### config.mk
export PLATFORM = sky130hd
export DESIGN_NAME = raster_tile_subdiv
export DESIGN_NICKNAME = d
export VERILOG_FILES = /design/src/rtl/raster_tile_subdiv_pkg.sv /design/src/rtl/raster_tile_subdiv_edge_extent.sv /design/src/rtl/raster_tile_subdiv.sv
export SDC_FILE = /design/constraint.sdc
export NUM_CORES = 2
export LEC_CHECK = 0
export ABC_AREA = 1
export CAP_MARGIN = 20
export CORE_MARGIN = 2
export CORE_UTILIZATION = 35
export DETAILED_ROUTE_END_ITERATION = 6
export SLEW_MARGIN = 10
export SYNTH_ARGS = -nofsm -noshare
export SYNTH_HDL_FRONTEND = slang
export SYNTH_SLANG_ARGS = --single-unit
### constraint.sdc
create_clock -name clk -period 22.5 [get_ports clk]
set_input_delay 6.75 -clock clk [delete_from_list [all_inputs] [get_ports clk]]
set_output_delay 6.75 -clock clk [all_outputs]
set_load 0.01 [all_outputs]
### src/rtl/raster_tile_subdiv_pkg.sv
// Shared types and sizing for the raster tile subdivision stage.
// Optional build macro RASTER_SUBDIV_STATS_EN is consumed by raster_tile_subdiv.
package raster_tile_subdiv_pkg;

    localparam int RASTER_PID_BITS      = 8;
    localparam int RASTER_DIM_BITS      = 16;
    localparam int RASTER_DATA_BITS     = 32;
    localparam int RASTER_TILE_LOGSIZE  = 5;
    localparam int RASTER_BLOCK_LOGSIZE = 2;
    localparam int RASTER_BLOCKS_PER_SIDE = 1 << (RASTER_TILE_LOGSIZE - RASTER_BLOCK_LOGSIZE);

    typedef logic signed [RASTER_DATA_BITS-1:0] raster_data_t;

    // Packed as {a,b,c} so an edge occupies the same bits as the flat edge bus.
    typedef struct packed {
        raster_data_t a;
        raster_data_t b;
        raster_data_t c;
    } raster_edge_t;

    typedef struct packed {
        logic [RASTER_PID_BITS-1:0] pid;
        logic [RASTER_DIM_BITS-1:0] xloc;
        logic [RASTER_DIM_BITS-1:0] yloc;
        raster_edge_t [2:0]         edges;
    } raster_block_t;

    // v * (2^logsize - 1) as shift-minus-operand, wrapping in the data width.
    function automatic raster_data_t mul_side_m1(input raster_data_t v, input int logsize);
        return (v <<< logsize) - v;
    endfunction

endpackage

### src/rtl/raster_tile_subdiv_edge_extent.sv
// Trivial-reject test for a square block: each edge evaluated at the block corner
// that maximises it; the block survives only if no edge is negative there.
module raster_tile_subdiv_edge_extent
    import raster_tile_subdiv_pkg::*;
#(
    parameter int BLOCK_LOGSIZE = RASTER_BLOCK_LOGSIZE
) (
    input  raster_edge_t [2:0] edges_i,
    output raster_data_t [2:0] ext_o,
    output logic               accept_o
);

    // NOTE: every signal written in always_comb gets a default first, so no path
    // leaves it unassigned and no latch is inferred.
    always_comb begin
        accept_o = 1'b1;
        ext_o    = '0;
        for (int i = 0; i < 3; i++) begin
            ext_o[i] = edges_i[i].c
                     + ((edges_i[i].a > 0) ? mul_side_m1(edges_i[i].a, BLOCK_LOGSIZE) : '0)
                     + ((edges_i[i].b > 0) ? mul_side_m1(edges_i[i].b, BLOCK_LOGSIZE) : '0);
            accept_o = accept_o & ~ext_o[i][RASTER_DATA_BITS-1];
        end
    end

endmodule

### src/rtl/raster_tile_subdiv.sv
// Walks a tile in sub-blocks, rejects blocks fully outside an edge and emits the
// rest through an elastic buffer. Optional macro: RASTER_SUBDIV_STATS_EN.
module raster_tile_subdiv
    import raster_tile_subdiv_pkg::*;
#(
    parameter int TILE_LOGSIZE  = RASTER_TILE_LOGSIZE,
    parameter int BLOCK_LOGSIZE = RASTER_BLOCK_LOGSIZE,
    parameter int OUT_BUF_SIZE  = 2
) (
    input  logic                       clk,
    input  logic                       reset,
    input  logic                       valid_in,
    input  logic [RASTER_PID_BITS-1:0] pid_in,
    input  logic [RASTER_DIM_BITS-1:0] xloc_in,
    input  logic [RASTER_DIM_BITS-1:0] yloc_in,
    input  raster_edge_t [2:0]         edges_in,
    output logic                       ready_in,
    output logic                       valid_out,
    output logic [RASTER_PID_BITS-1:0] pid_out,
    output logic [RASTER_DIM_BITS-1:0] xloc_out,
    output logic [RASTER_DIM_BITS-1:0] yloc_out,
    output raster_edge_t [2:0]         edges_out,
    input  logic                       ready_out,
    output logic                       busy
`ifdef RASTER_SUBDIV_STATS_EN
    ,
    output logic [31:0]                perf_blocks_in,
    output logic [31:0]                perf_blocks_out
`endif
);

    localparam int CNT_W = TILE_LOGSIZE - BLOCK_LOGSIZE;
    localparam logic [CNT_W-1:0] LAST_BLK = '1;
    localparam int PTR_W  = (OUT_BUF_SIZE > 1) ? $clog2(OUT_BUF_SIZE) : 1;
    localparam int FILL_W = $clog2(OUT_BUF_SIZE + 1);
    localparam logic [PTR_W-1:0]  PTR_LAST = PTR_W'(OUT_BUF_SIZE - 1);
    localparam logic [FILL_W-1:0] BUF_FULL = FILL_W'(OUT_BUF_SIZE);

    typedef enum logic {IDLE, WALK} state_t;

    state_t                     state_q;
    logic [CNT_W-1:0]           bx_q, by_q;
    logic [RASTER_PID_BITS-1:0] pid_q;
    logic [RASTER_DIM_BITS-1:0] xloc_q, yloc_q;
    raster_data_t [2:0]         a_q, b_q, cur_c_q, row_c_q;

    raster_edge_t [2:0] cur_edges;
    raster_data_t [2:0] row_c_d;
    raster_block_t      blk;
    logic               blk_accept;
    logic               buf_ready, push, pop, advance;

    raster_block_t              mem_q [OUT_BUF_SIZE];
    logic [PTR_W-1:0]           wr_ptr_q, rd_ptr_q;
    logic [FILL_W-1:0]          fill_q;

    always_comb begin
        cur_edges = '0;
        row_c_d   = '0;
        for (int i = 0; i < 3; i++) begin
            cur_edges[i] = '{a: a_q[i], b: b_q[i], c: cur_c_q[i]};
            row_c_d[i]   = row_c_q[i] + (b_q[i] <<< BLOCK_LOGSIZE);
        end
        blk.pid   = pid_q;
        blk.xloc  = xloc_q + (RASTER_DIM_BITS'(bx_q) << BLOCK_LOGSIZE);
        blk.yloc  = yloc_q + (RASTER_DIM_BITS'(by_q) << BLOCK_LOGSIZE);
        blk.edges = cur_edges;
    end

    raster_tile_subdiv_edge_extent #(
        .BLOCK_LOGSIZE (BLOCK_LOGSIZE)
    ) u_extent (
        .edges_i  (cur_edges),
        .ext_o    (),
        .accept_o (blk_accept)
    );

    // Accepted blocks wait for buffer space; rejected blocks never stall the walk.
    assign buf_ready = (fill_q != BUF_FULL);
    assign push      = (state_q == WALK) && blk_accept && buf_ready;
    assign advance   = (state_q == WALK) && (!blk_accept || buf_ready);
    assign pop       = valid_out && ready_out;

    assign ready_in  = (state_q == IDLE);
    assign busy      = (state_q == WALK) || (fill_q != '0);

    // NOTE: sequential state uses non-blocking assignments only, so every flop
    // samples pre-edge values regardless of block evaluation order.
    always_ff @(posedge clk or negedge reset) begin
        if (!reset) begin
            state_q <= IDLE;
            bx_q    <= '0;
            by_q    <= '0;
            pid_q   <= '0;
            xloc_q  <= '0;
            yloc_q  <= '0;
            a_q     <= '0;
            b_q     <= '0;
            cur_c_q <= '0;
            row_c_q <= '0;
        end else begin
            case (state_q)
                IDLE: begin
                    if (valid_in) begin
                        pid_q  <= pid_in;
                        xloc_q <= xloc_in;
                        yloc_q <= yloc_in;
                        bx_q   <= '0;
                        by_q   <= '0;
                        for (int i = 0; i < 3; i++) begin
                            a_q[i]     <= edges_in[i].a;
                            b_q[i]     <= edges_in[i].b;
                            cur_c_q[i] <= edges_in[i].c;
                            row_c_q[i] <= edges_in[i].c;
                        end
                        state_q <= WALK;
                    end
                end
                WALK: begin
                    if (advance) begin
                        if (bx_q != LAST_BLK) begin
                            bx_q <= bx_q + 1'b1;
                            for (int i = 0; i < 3; i++)
                                cur_c_q[i] <= cur_c_q[i] + (a_q[i] <<< BLOCK_LOGSIZE);
                        end else begin
                            bx_q    <= '0;
                            by_q    <= by_q + 1'b1;
                            row_c_q <= row_c_d;
                            cur_c_q <= row_c_d;
                            if (by_q == LAST_BLK)
                                state_q <= IDLE;
                        end
                    end
                end
                default: state_q <= IDLE;
            endcase
        end
    end

    // NOTE: buffer storage has no reset; the fill count alone decides validity,
    // so the array can map to plain registers or RAM without reset muxing.
    always_ff @(posedge clk) begin
        if (push)
            mem_q[wr_ptr_q] <= blk;
    end

    always_ff @(posedge clk or negedge reset) begin
        if (!reset) begin
            wr_ptr_q <= '0;
            rd_ptr_q <= '0;
            fill_q   <= '0;
        end else begin
            if (push)
                wr_ptr_q <= (wr_ptr_q == PTR_LAST) ? '0 : wr_ptr_q + 1'b1;
            if (pop)
                rd_ptr_q <= (rd_ptr_q == PTR_LAST) ? '0 : rd_ptr_q + 1'b1;
            case ({push, pop})
                2'b10:   fill_q <= fill_q + 1'b1;
                2'b01:   fill_q <= fill_q - 1'b1;
                default: fill_q <= fill_q;
            endcase
        end
    end

    // Head entry is only overwritten after it is popped, so outputs hold under stall.
    assign valid_out = (fill_q != '0);
    assign pid_out   = mem_q[rd_ptr_q].pid;
    assign xloc_out  = mem_q[rd_ptr_q].xloc;
    assign yloc_out  = mem_q[rd_ptr_q].yloc;
    assign edges_out = mem_q[rd_ptr_q].edges;

`ifdef RASTER_SUBDIV_STATS_EN
    always_ff @(posedge clk or negedge reset) begin
        if (!reset) begin
            perf_blocks_in  <= '0;
            perf_blocks_out <= '0;
        end else begin
            if (advance)
                perf_blocks_in <= perf_blocks_in + 32'd1;
            if (push)
                perf_blocks_out <= perf_blocks_out + 32'd1;
        end
    end
`else
    // Statistics counters are compiled out in this build.
`endif

endmodule

==> results.cfg <==
[floorplan]
die_width_um = 443
ios = 663
die_y_um = 443
start_util_pct = 35.1
die-area_sq_um = 196000
core_area_sq_um = 192000
rows = 161

[clock_network]
clock_latency_ns = 0.80
cts_resized = 0
cts_hold_buf = 0
clock-sinks = 1091
root_buffer = clkbuf_16
clk_pin_slew_worst_paths_ns = 0.06
htreeDepth = 4
cts_buffer_depth = 3
cts_setup_buffers = 0
cts_tree = built
cts_buffers = 130

[sta]
setup_viol = 0
maxSlewHeadroom_pct = 12.0
fin_worst_skew_ns = 0.0450
hold_viol = 0
tns_ns = 0
max_freq_ghz = 0.0868
rsz0062_at_grt = no
tightestPinTransition_ns = 1.31
post-route-period-util_pct = 51.2
drv_slew = 0
setup_slack_ns = 10.98
fin_crit_ns = 11.52

[synthesis]
synth_top_family_by_area = simple AND/OR/NAND/NOR gates
ys.warnings.count = 0
synth_top_area_share_pct = 29.2
synth_mux_area_share_pct = 0.551
synth.distinct_cells = 56
synthArstFlopShare_pct = 39.9
synth_fa_ha_area_share_pct = 11.3
syn_avg_cell_area_sq_um = 8.35
synthFlopType = edfxtp_1
synth_area_leaders = edfxtp_1, dfrtp_1, nand2_1
synthXorXnorAreaFrac_pct = 1.92
synthesis.nets = 8965
synthSimpleGateAreaFrac_pct = 23.9
synth-seq-area-share_pct = 45.3
syn_inst = 8080
synth-compound-area-share_pct = 11.0
synth.largest_area_cell = edfxtp_1
synth_edf_count = 656
synth_most_common_cell = nand2_1
synth-seq-cells = 1091
synth_top_cells_by_count = nand2_1, inv_1, a21oi_1
netlist_area_sq_um = 67500

[placed_design]
place_ws_ns = 11.71
place_congestion = 0.950
dpl_cell_area_sq_um = 76600
dp_hpwl_mm = 191
io_buffers = 662

[drt]
wl_per_cell_um = 22.2
dr.pass1.iters = 6
avgViaCountPerCell = 5.26
wirelength_mm = 251
drc = 0
vias = 59500
drtIter0Drc = 5147
ant_nets = 0

[worst_setup_path]
endpoint_kind = primary output
startpoint = rd_ptr_q$_DFFE_PN0P_
reg2reg_from = b_q[35]$_DFFE_PN0P_
path_max_fanout = 108
cp.arrival_ns = 4.77
worst_setup_path_start_kind = flip-flop
cp.required_ns = 15.75
critPathKind = flip-flop to primary output

[layout]
area_growth_pct = 20.2
fillCellCount = 19000
nets = 9542
fin_area_sq_um = 81100
drive_gt1_share_pct = 4.82

[min_path]
worstHoldPathType = flip-flop to flip-flop
holdCritStartpoint = yloc_q[1]$_DFFE_PN0P_

[global_routing]
antenna_found_initial = 38
grt_use_total_pct = 25.1
grt_pass1_vias = 57800
grt_pass1_wl_mm = 373
overflow = 0
grt_max_degree = 181

[outcome]
status = completed

[flow_run]
drv_cap = 0
stage by stage:
stage	utilization, %	instances	hold WS [ns]
detailed placement	39.9	11100	0.452
global placement	39.9	11100	0.444
finish	42.3	11300	0.464
global route	42.2	11300	0.477
CTS	42.2	11300	0.465
floorplan	-	8080	0.437
sequential cells by signal (all words and copies together) (netlist names), 8 cells and up:
register / cells
mem_q: 656
a_q: 96
b_q: 96
blk: 96
row_c_q: 96
xloc_q: 16
yloc_q: 16
pid_q: 8
worst paths after layout:
kind                                           endpoint  slack, ns  cells past startpoint
worst max register to register  mem_q[1][188]$_DFFE_PP_      13.23                     30
max in group asynchronous           a_q[24]$_DFFE_PN0P_      14.36                      4
worst min register to register  mem_q[1][289]$_DFFE_PP_       0.46                      0
min in group asynchronous           a_q[57]$_DFFE_PN0P_       5.93                      1
worst max-delay path                      edges_out[54]      10.98                      6
worst min-delay path            mem_q[1][289]$_DFFE_PP_       0.46                      0
critical path, stage by stage, from the launching register on:
cell             delay [ns]
dfrtp_4                0.79
inv_8                  0.55
buf_4                  0.93
buf_4                  0.69
nand2_1                0.12
nand2_1                0.12
clkdlybuf4s50_1        0.55
area by class of cell:
class                      count  area, sq um  area share [%]
multi-input combinational   5964        33000            40.7
clock buffer                 179         3610            4.45
sequential                  1091        30600            37.7
timing repair buffer         709         7070            8.71
clock inverter                60          753           0.929
antenna                       29         72.6          0.0895
inverter                     761         2880            3.55
tap                         2526         3160            3.90
layout by cell type (no fill, tap or decap), drive strengths merged, types with 3 or more instances in the layout:
cell type      instances
a21o                  30
clkinvlp               4
nor3b                  3
nand3b                 8
inv                  768
edfxtp               656
clkdlybuf4s50        661
or2                   80
buf                   48
o211ai                30
o21bai                26
o21a                  31
o221a                  4
a221oi                10
a211oi                12
mux2                  33
nor3                  47
o221ai                31
ha                   455
a41oi                  4
a31oi                 55
nand2               2404
clkinv                40
o21ai                345
dfrtp                435
a21oi                728
nand4                175
and3                   4
a21boi                15
o31ai                 15
bufinv                 9
clkbuf               179
a2111oi                3
nand3                479
xnor2                 59
nor2                 652
diode                 29
fa                    98
nor4                  29
xor2                  89
cells by family after synthesis:
kind of cell               count (synthesis)
adders and majority gates                553
muxes                                     33
xor gates and xnor gates                 148
buffers and inverters                   1025
and+or+nand+nor                         3882
AOI/OAI and AO/OA                       1348
DFF                                     1091
routing by layer:
metal / GRT usage, % / part of all wire, % / vias up
li1: - / - / 28500
met1: 31.5 / 41 / 28800
met2: 42.2 / 49 / 1845
met3: 3.47 / 5.1 / 403
met4: 12.6 / 4.8 / 2
met5: 0 / 0.0052 / -
Power is left out: the tool's default activity adds up to more than one toggle a clock period on the data nets, which glitch-free logic cannot reach.
